$ cat config.mk
export PLATFORM = sky130hd
export DESIGN_NAME = vector_sequencer
export DESIGN_NICKNAME = d
export VERILOG_FILES = /design/src/rtl/vector_pkg.sv /design/src/rtl/vec_elem_counter.sv /design/src/rtl/vector_sequencer.sv
export SDC_FILE = /design/constraint.sdc
export NUM_CORES = 1
export LEC_CHECK = 0
export ABC_CLOCK_PERIOD_IN_PS = 2120
export BUFFER_PORTS_ARGS = -buffer_cell sky130_fd_sc_hd__buf_2
export CAP_MARGIN = 20
export CELL_PAD_IN_SITES_DETAIL_PLACEMENT = 0
export CELL_PAD_IN_SITES_GLOBAL_PLACEMENT = 2
export CORE_MARGIN = 1.5
export CORE_UTILIZATION = 26
export CTS_CLUSTER_DIAMETER = 30
export CTS_CLUSTER_SIZE = 28
export DETAILED_ROUTE_END_ITERATION = 7
export HOLD_SLACK_MARGIN = 0.1
export PLACE_DENSITY = 0.86
export SLEW_MARGIN = 30
export SYNTH_ARGS = -nofsm -noshare
export SYNTH_HDL_FRONTEND = slang
export SYNTH_SLANG_ARGS = --single-unit
$ cat constraint.sdc
create_clock -name clk_i -period 2.12 [get_ports clk_i]
set_clock_uncertainty 0.1 [all_clocks]
set_input_delay 0.212 -clock clk_i [delete_from_list [all_inputs] [get_ports clk_i]]
set_output_delay 0.212 -clock clk_i [all_outputs]
set_load 0.02 [all_outputs]
$ cat src/rtl/vector_pkg.sv
// Shared constants and the state encoding for the vector element sequencer.
package vector_pkg;

   localparam int unsigned MAX_VL_DEF     = 8;
   localparam logic [6:0]  VEC_OPCODE_DEF = 7'b1010111;

   typedef enum logic [1:0] {
      IDLE = 2'd0,
      EXEC = 2'd1,
      DONE = 2'd2
   } state_e;

endpackage

$ cat src/rtl/vec_elem_counter.sv
// Element index counter with a latched limit; tc_o flags the last element of the vector.
module vec_elem_counter
   import vector_pkg::*;
#(
   parameter  int unsigned MAX_VL = MAX_VL_DEF,
   localparam int unsigned IW     = $clog2(MAX_VL),
   localparam int unsigned VLW    = $clog2(MAX_VL + 1)
) (
   input  logic           clk_i,
   input  logic           rst_i,
   input  logic           load_i,
   input  logic [VLW-1:0] vl_i,
   input  logic           en_i,
   output logic [IW-1:0]  idx_o,
   output logic           tc_o
);

   logic [IW-1:0]  idx_q, idx_d;
   logic [VLW-1:0] lim_q, lim_d;

   always_comb begin
      idx_d = idx_q;
      lim_d = lim_q;
      if (load_i) begin
         idx_d = '0;
         lim_d = vl_i;
      end else if (en_i) begin
         idx_d = idx_q + IW'(1);
      end
   end

   always_ff @(posedge clk_i) begin
      if (rst_i) begin
         idx_q <= '0;
         lim_q <= '0;
      end else begin
         idx_q <= idx_d;
         lim_q <= lim_d;
      end
   end

   assign idx_o = idx_q;
   // Widened compare avoids wrap when the limit equals MAX_VL.
   assign tc_o  = ((VLW'(idx_q) + VLW'(1)) == lim_q);

endmodule

$ cat src/rtl/vector_sequencer.sv
// Sequences a vector instruction element by element onto a shared ALU, stalling decode meanwhile.
module vector_sequencer
   import vector_pkg::*;
#(
   parameter  int unsigned MAX_VL     = MAX_VL_DEF,
   parameter  logic [6:0]  VEC_OPCODE = VEC_OPCODE_DEF,
   localparam int unsigned IW         = $clog2(MAX_VL),
   localparam int unsigned VLW        = $clog2(MAX_VL + 1)
) (
   input  logic           clk_i,
   input  logic           rst_i,
   input  logic           issue_valid_i,
   input  logic [6:0]     Op_i,
   input  logic [VLW-1:0] vl_i,
   input  logic           alu_ready_i,
   input  logic           flush_i,
   output logic           issue_ready_o,
   output logic           stall_o,
   output logic           elem_valid_o,
   output logic [IW-1:0]  elem_idx_o,
   output logic           wb_en_o,
   output logic           done_o
);

   state_e         state_q, state_d;
   logic           vec_issue;
   logic           cnt_load;
   logic           cnt_en;
   logic           cnt_tc;
   logic [IW-1:0]  cnt_idx;
   logic [VLW-1:0] vl_clamp;

   assign vec_issue = issue_valid_i && (Op_i == VEC_OPCODE);
   assign vl_clamp  = (vl_i > VLW'(MAX_VL)) ? VLW'(MAX_VL) : vl_i;

   always_comb begin
      state_d  = state_q;
      cnt_load = 1'b0;
      case (state_q)
         IDLE: begin
            if (vec_issue && !flush_i) begin
               if (vl_i != '0) begin
                  cnt_load = 1'b1;
                  state_d  = EXEC;
               end else begin
                  state_d  = DONE;
               end
            end
         end
         EXEC: begin
            if (alu_ready_i && cnt_tc) state_d = DONE;
         end
         DONE:    state_d = IDLE;
         default: state_d = IDLE;
      endcase
      // Flush wins over both a new issue and a final-element completion.
      if (flush_i) state_d = IDLE;
   end

   assign cnt_en = (state_q == EXEC) && alu_ready_i && !flush_i;

   always_ff @(posedge clk_i) begin
      if (rst_i) state_q <= IDLE;
      else       state_q <= state_d;
   end

   vec_elem_counter #(
      .MAX_VL (MAX_VL)
   ) u_cnt (
      .clk_i  (clk_i),
      .rst_i  (rst_i),
      .load_i (cnt_load),
      .vl_i   (vl_clamp),
      .en_i   (cnt_en),
      .idx_o  (cnt_idx),
      .tc_o   (cnt_tc)
   );

   assign issue_ready_o = (state_q == IDLE);
   assign stall_o       = (state_q == EXEC);
   assign elem_valid_o  = (state_q == EXEC);
   assign elem_idx_o    = (state_q == EXEC) ? cnt_idx : '0;
   assign wb_en_o       = elem_valid_o && alu_ready_i;
   assign done_o        = (state_q == DONE);

endmodule

==> impl_metrics.yaml, run 1 <==
logic_synthesis:
  synth_top_family_by_area: "simple AND/OR/NAND/NOR gates"
  synthAdderAreaFrac_pct: 2.22
  async_flop_share_pct: 0
  synthTopCellsByArea: "dfxtp_1 (32%), mux2i_1 (8.9%), nor2b_1 (5.5%)"
  synth_ff_type: "dfxtp_1"
  synth-xor-area-share_pct: 11.8
  synthMuxAreaShare_pct: 8.87
  yosys.area.top_type_share_pct: 31.9
  synth_seq_cells: 9
  synth_compound_area_share_pct: 1.33
  synthSimpleGateAreaFrac_pct: 41.9
  netlist_instances: 57
  syn-cell-area_um2: 564
  syn_nets: 74
  yosys_warnings: 0
  synth_edf_count: 0
  syn_avg_cell_area_um2: 9.90
  synth-seq-area-share_pct: 31.9
  synth.largest_area_cell: "dfxtp_1"
  yosysUniqueCellTypes: 23
worst_setup_path:
  ff2ff_setup_slack_ns: 0.42
  critPathArrivalTime_ns: 2.06
  r2r_start: "state_q[1]"
  path_buf_inv: 2
  end_kind: "register"
  cp_cell_sequence: "dlygate4sd3_1, buf_2, nand4bb_4, nor4_4, nor3b_1, nor4_1"
  critical_path.top_delay_family: "simple AND/OR/NAND/NOR gates"
  required_ns: 2.20
  cp_num_cells: 6
  cp_max_fo: 9
  critPathKind: "primary input to register"
  slowest_delay_ns: 0.60
  rr_worst_depth: 4
  critPathSlowestCell: "nor4_4"
  startpoint_type: "primary input"
  r2r-end: "state_q[0]"
layout:
  design_area_um2: 746
  final_common_cell: "buf_2"
  syn_to_final_growth_pct: 32.2
  utilization_pct: 37.3
  diodes: 0
  final_cell_mix: "buf_2 (23), dfxtp_1 (9), nor2_1 (6), nor2b_1 (5), mux2i_1 (5)"
  layout-drive-gt1-share_pct: 35.7
  num-nets-final: 102
floorplanning:
  start_util_pct: 28.2
  rows: 16
  die_h_um: 49.6
  coreArea_um2: 2000
  die_area_um2: 2460
  fp.dieW_um: 49.6
  ioPinCount: 24
sta:
  fin_hold_ws_ns: 0.142
  finalMaxSlewViolations: 0
  finalCritPeriodShare_pct: 93.8
  grt_setup_unrepaired: "false"
  period_needed_ns: 1.99
  setup_viol: 0
  finalHoldViolations: 0
  relSlewSlack_pct: 58.3
  tightest_slew_ns: 0.620
  setup_tns_ns: 0
  timing.fmax_mhz: 503
placement:
  io_buffers: 23
  dpl_cell_area_um2: 709
  place_congestion: 0.731
  post-dp-hpwl_um: 946
detailed_routing:
  wl_per_cell_um: 10.6
  via_per_inst: 4.47
  drc_errors: 0
  drt_iter0_markers: 1
  routed_wl_um: 1180
  vias: 496
  dr.pass1.iters: 2
  final_antenna_net_count: 0
power:
  powerDensity_nw_per_um2: 447
  max-vdd-ir-drop_mv: 0.198
  p_leak_nw: 0.298
  finalPower_w: 0.000333
global_route:
  grtUsageTotal_pct: 10.2
  grt_pass1_vias: 443
  grtUsageMet2_pct: 15.3
  grt_pass1_wl_um: 1860
  antenna_found_initial: 0
  use_met1_pct: 12.3
  grt-busiest-layer: "met2"
  grt_overflow: 0
  grt_max_degree: 10
  use_met3_pct: 3.94
min_path:
  whs_path_depth: 2
  min_path_type: "primary input to register"
  hold_path.startpoint: "rst_i"
  min_to: "state_q[1]"
outcome:
  status: "complete, no violations"
clock_tree:
  cts_made_buffers: 3
  cts-resized-gates: 0
  root_buffer: "clkbuf_4"
  cts_buffer_depth: 2
  clk_latency_ns: 0.26
  h-tree-depth: 1
  cts_sinks: 9
  cts.clk_slew.worst_paths_ns: 0.06
  cts_tree: "yes"
job:
  cap_violations: 0
[how the worst max path moves through the flow]
stage	start	to	slack, ns
after floorplan	state_q[1]	u_cnt.lim_q[0]	0.59
after global placement	flush_i	state_q[0]	0.40
after detailed placement	flush_i	state_q[0]	0.38
after CTS	flush_i	state_q[0]	0.11
after global routing	flush_i	state_q[0]	0.004
final	flush_i	state_q[0]	0.13
[where the power goes]
part / internal [W] / switching (W)
clock: 0.0000725 / 0.0000597
sequential: 0.000169 / 0.0000000724
combinational: 0.0000174 / 0.0000142
total: 0.000259 / 0.0000740
[synth_stat cells (all sizes together), types with 2 or more instances]
cell and n:
nand2 2, nor3 4, mux2i 5, nand3b 2, nand4bb 3, xor2 3, xnor2 2, and2 4
dfxtp 9, buf 2, nor4 3, nor2b 5, nor2 6
[kinds of logic (layout without fill, tap and decap cells)]
group,count (synthesis),count (layout)
and+or+nand+nor,33,33
DFF,9,9
xor gates and xnor gates,6,6
muxes,5,5
buffers and inverters,2,29
adders and majority gates,1,1
AOI/OAI and AO/OA,1,1
[flip-flops by register name (all words and copies together) (netlist names)]
register and flops:
u_cnt.lim_q 4, u_cnt.idx_o 3, state_q 2
[timing repair]
action / 4_1_cts / 5_1_grt
endpoints found under the hold margin: 2 / 0
hold buffers: 1 / 0
buffers inserted: 0 / 0
[routing by layer]
| layer | part of all wire (%) | vias to the layer above |
|---|---|---|
| met3 | 8.0 | 2 |
| met2 | 46 | 18 |
| met4 | 0.85 | 0 |
| met5 | 0 | - |
| met1 | 45 | 218 |
| li1 | - | 258 |
[metrics by stage]
stage / std cells / setup slack (ns)
6_report: 111 / 0.132
5_1_grt: 111 / 0.00358
4_1_cts: 111 / 0.110
3_5_place_dp: 106 / 0.383
3_3_place_gp: 106 / 0.399
2_1_floorplan: 57 / 0.592
[cell type report]
type	instances	area (µm²)
clock buffers	4	26.3
fillers	223	1260
multi-input cells	46	373
flip-flops and latches	9	180
well taps	27	33.8
repair buffers	25	133
Note: power is estimated with default switching activity, not from simulation.
==> inputs of run 2 (changes only) <==
--- a/config.mk
+++ b/config.mk
@@ -15,6 +15,7 @@
 export CTS_CLUSTER_DIAMETER = 30
 export CTS_CLUSTER_SIZE = 28
 export DETAILED_ROUTE_END_ITERATION = 7
+export GPL_TIMING_DRIVEN = 0
 export HOLD_SLACK_MARGIN = 0.1
 export PLACE_DENSITY = 0.86
 export SLEW_MARGIN = 30
==> impl_metrics.yaml, run 2 (synthesized netlist as in run 1, its figures left out) <==
sta:
  grt_setup_unrepaired: "false"
  finalHoldViolations: 0
  setup_tns_ns: 0
  finalCritPeriodShare_pct: 94.2
  fin_ws_ns: 0.123
  setup_viol: 0
  tightest_slew_ns: 0.617
  finalMaxSlewViolations: 0
  relSlewSlack_pct: 58.5
  timing.fmax_mhz: 501
  period_needed_ns: 2.00
clock_tree:
  clk_latency_ns: 0.27
  holdBufCountCts: 1
  cts.clk_slew.worst_paths_ns: 0.06
  cts_made_buffers: 3
  cts-resized-gates: 0
  cts_setup_buffers: 0
  h-tree-depth: 1
  cts_sinks: 9
  cts_buffer_depth: 2
  cts_tree: "yes"
  root_buffer: "clkbuf_4"
layout:
  multi_input_area_um2: 373
  utilization_pct: 37.2
  final_cell_mix: "buf_2 (22), dfxtp_1 (9), nor2_1 (6), nor2b_1 (5), mux2i_1 (5)"
  diodes: 0
  largest-register: "u_cnt.lim_q"
  final_common_cell: "buf_2"
  num-nets-final: 102
  fill_cells: 220
  largest_register_ffs: 4
  syn_to_final_growth_pct: 31.9
  layout-drive-gt1-share_pct: 34.5
  finalNonFillerCells: 111
  seqCellArea_um2: 180
power:
  power.switching_w: 0.0000797
  powerDensity_nw_per_um2: 454
  finalPower_w: 0.000338
  intPower_w: 0.000259
  p_seq_share_pct: 50.0
  combPwrFrac_pct: 9.1
  max-vdd-ir-drop_mv: 0.209
  p_leak_nw: 0.295
  clkPwrFrac_pct: 40.9
  swShare_pct: 23.6
worst_setup_path:
  critPathKind: "primary input to register"
  required_ns: 2.20
  startpoint_type: "primary input"
  critPathArrivalTime_ns: 2.08
  end_kind: "register"
  cp_max_fo: 9
detailed_routing:
  final_antenna_net_count: 0
  drt_iter0_markers: 3
  routed_wl_um: 1140
  via_per_inst: 4.49
  dr.pass1.iters: 2
  vias: 498
  wl_per_cell_um: 10.2
  drc_errors: 0
placement:
  place_congestion: 0.718
  dp.cells: 106
  post-dp-hpwl_um: 883
  post-place-ws_ns: 0.394
  io_buffers: 22
floorplanning:
  fp.dieW_um: 49.6
  die_area_um2: 2460
  coreArea_um2: 2000
  die_h_um: 49.6
  rows: 16
  ioPinCount: 24
  start_util_pct: 28.2
global_route:
  grt_pass1_wl_um: 1890
  grt_pass1_vias: 461
  grt_overflow: 0
  grtUsageTotal_pct: 10.4
  grt_max_degree: 10
  antenna_found_initial: 0
outcome:
  status: "complete, no violations"
min_path:
  min_path_type: "primary input to register"
job:
  cap_violations: 0
-- run 2: cell counts in the layout (fill, tap and decap cells not counted) --
Identical to the previous run, type by type.
-- run 2: path summary, 6_finish.rpt --
kind / start / end / cells after the start / slack (ns)
max: flush_i / state_q[0] / 6 / 0.12
min: vl_i[3] / u_cnt.lim_q[3] / 3 / 0.14
max reg2reg: state_q[1] / state_q[0] / 4 / 0.41
min reg2reg: u_cnt.lim_q[2] / u_cnt.lim_q[2] / 2 / 0.40
-- run 2: layer usage --
layer | GRT usage, % | wire (µm) | vias to the layer above
met5 | 0 | 0 | -
met4 | 8.33 | 32 | 0
met3 | 3.33 | 91 | 5
li1 | - | - | 258
met2 | 17.3 | 529 | 19
met1 | 10.5 | 484 | 216
-- run 2: metrics by stage --
stage | hold WS [ns] | instance area [µm²]
4_1_cts | 0.134 | 744
3_3_place_gp | 0.334 | 708
6_report | 0.143 | 744
3_5_place_dp | 0.331 | 708
2_1_floorplan | 0.190 | 564
5_1_grt | 0.162 | 744
-- run 2: power by group through the flow --
stage / logic [W] / clock network [W] / registers [W]
final: 0.0000307 / 0.000138 / 0.000169
after detailed placement: 0.0000296 / 0 / 0.000173
after global routing: 0.0000339 / 0.000155 / 0.000169
after floorplan: 0.0000115 / 0 / 0.000173
after CTS: 0.0000312 / 0.000147 / 0.000169
after global placement: 0.0000295 / 0 / 0.000173
-- run 2: critical path, cell delays in order --
cell and delay, ns:
dlygate4sd3_1 0.53, buf_2 0.14, nand4bb_4 0.24, nor4_4 0.60, nor3b_1 0.13, nor4_1 0.23
-- run 2: layout make-up --
cell class                 count  area share (%)
clock buffer                   4            3.53
multi-input combinational     46            50.1
buffer                         2            1.51
timing repair buffer          23            16.1
tap                           27            4.54
sequential                     9            24.2
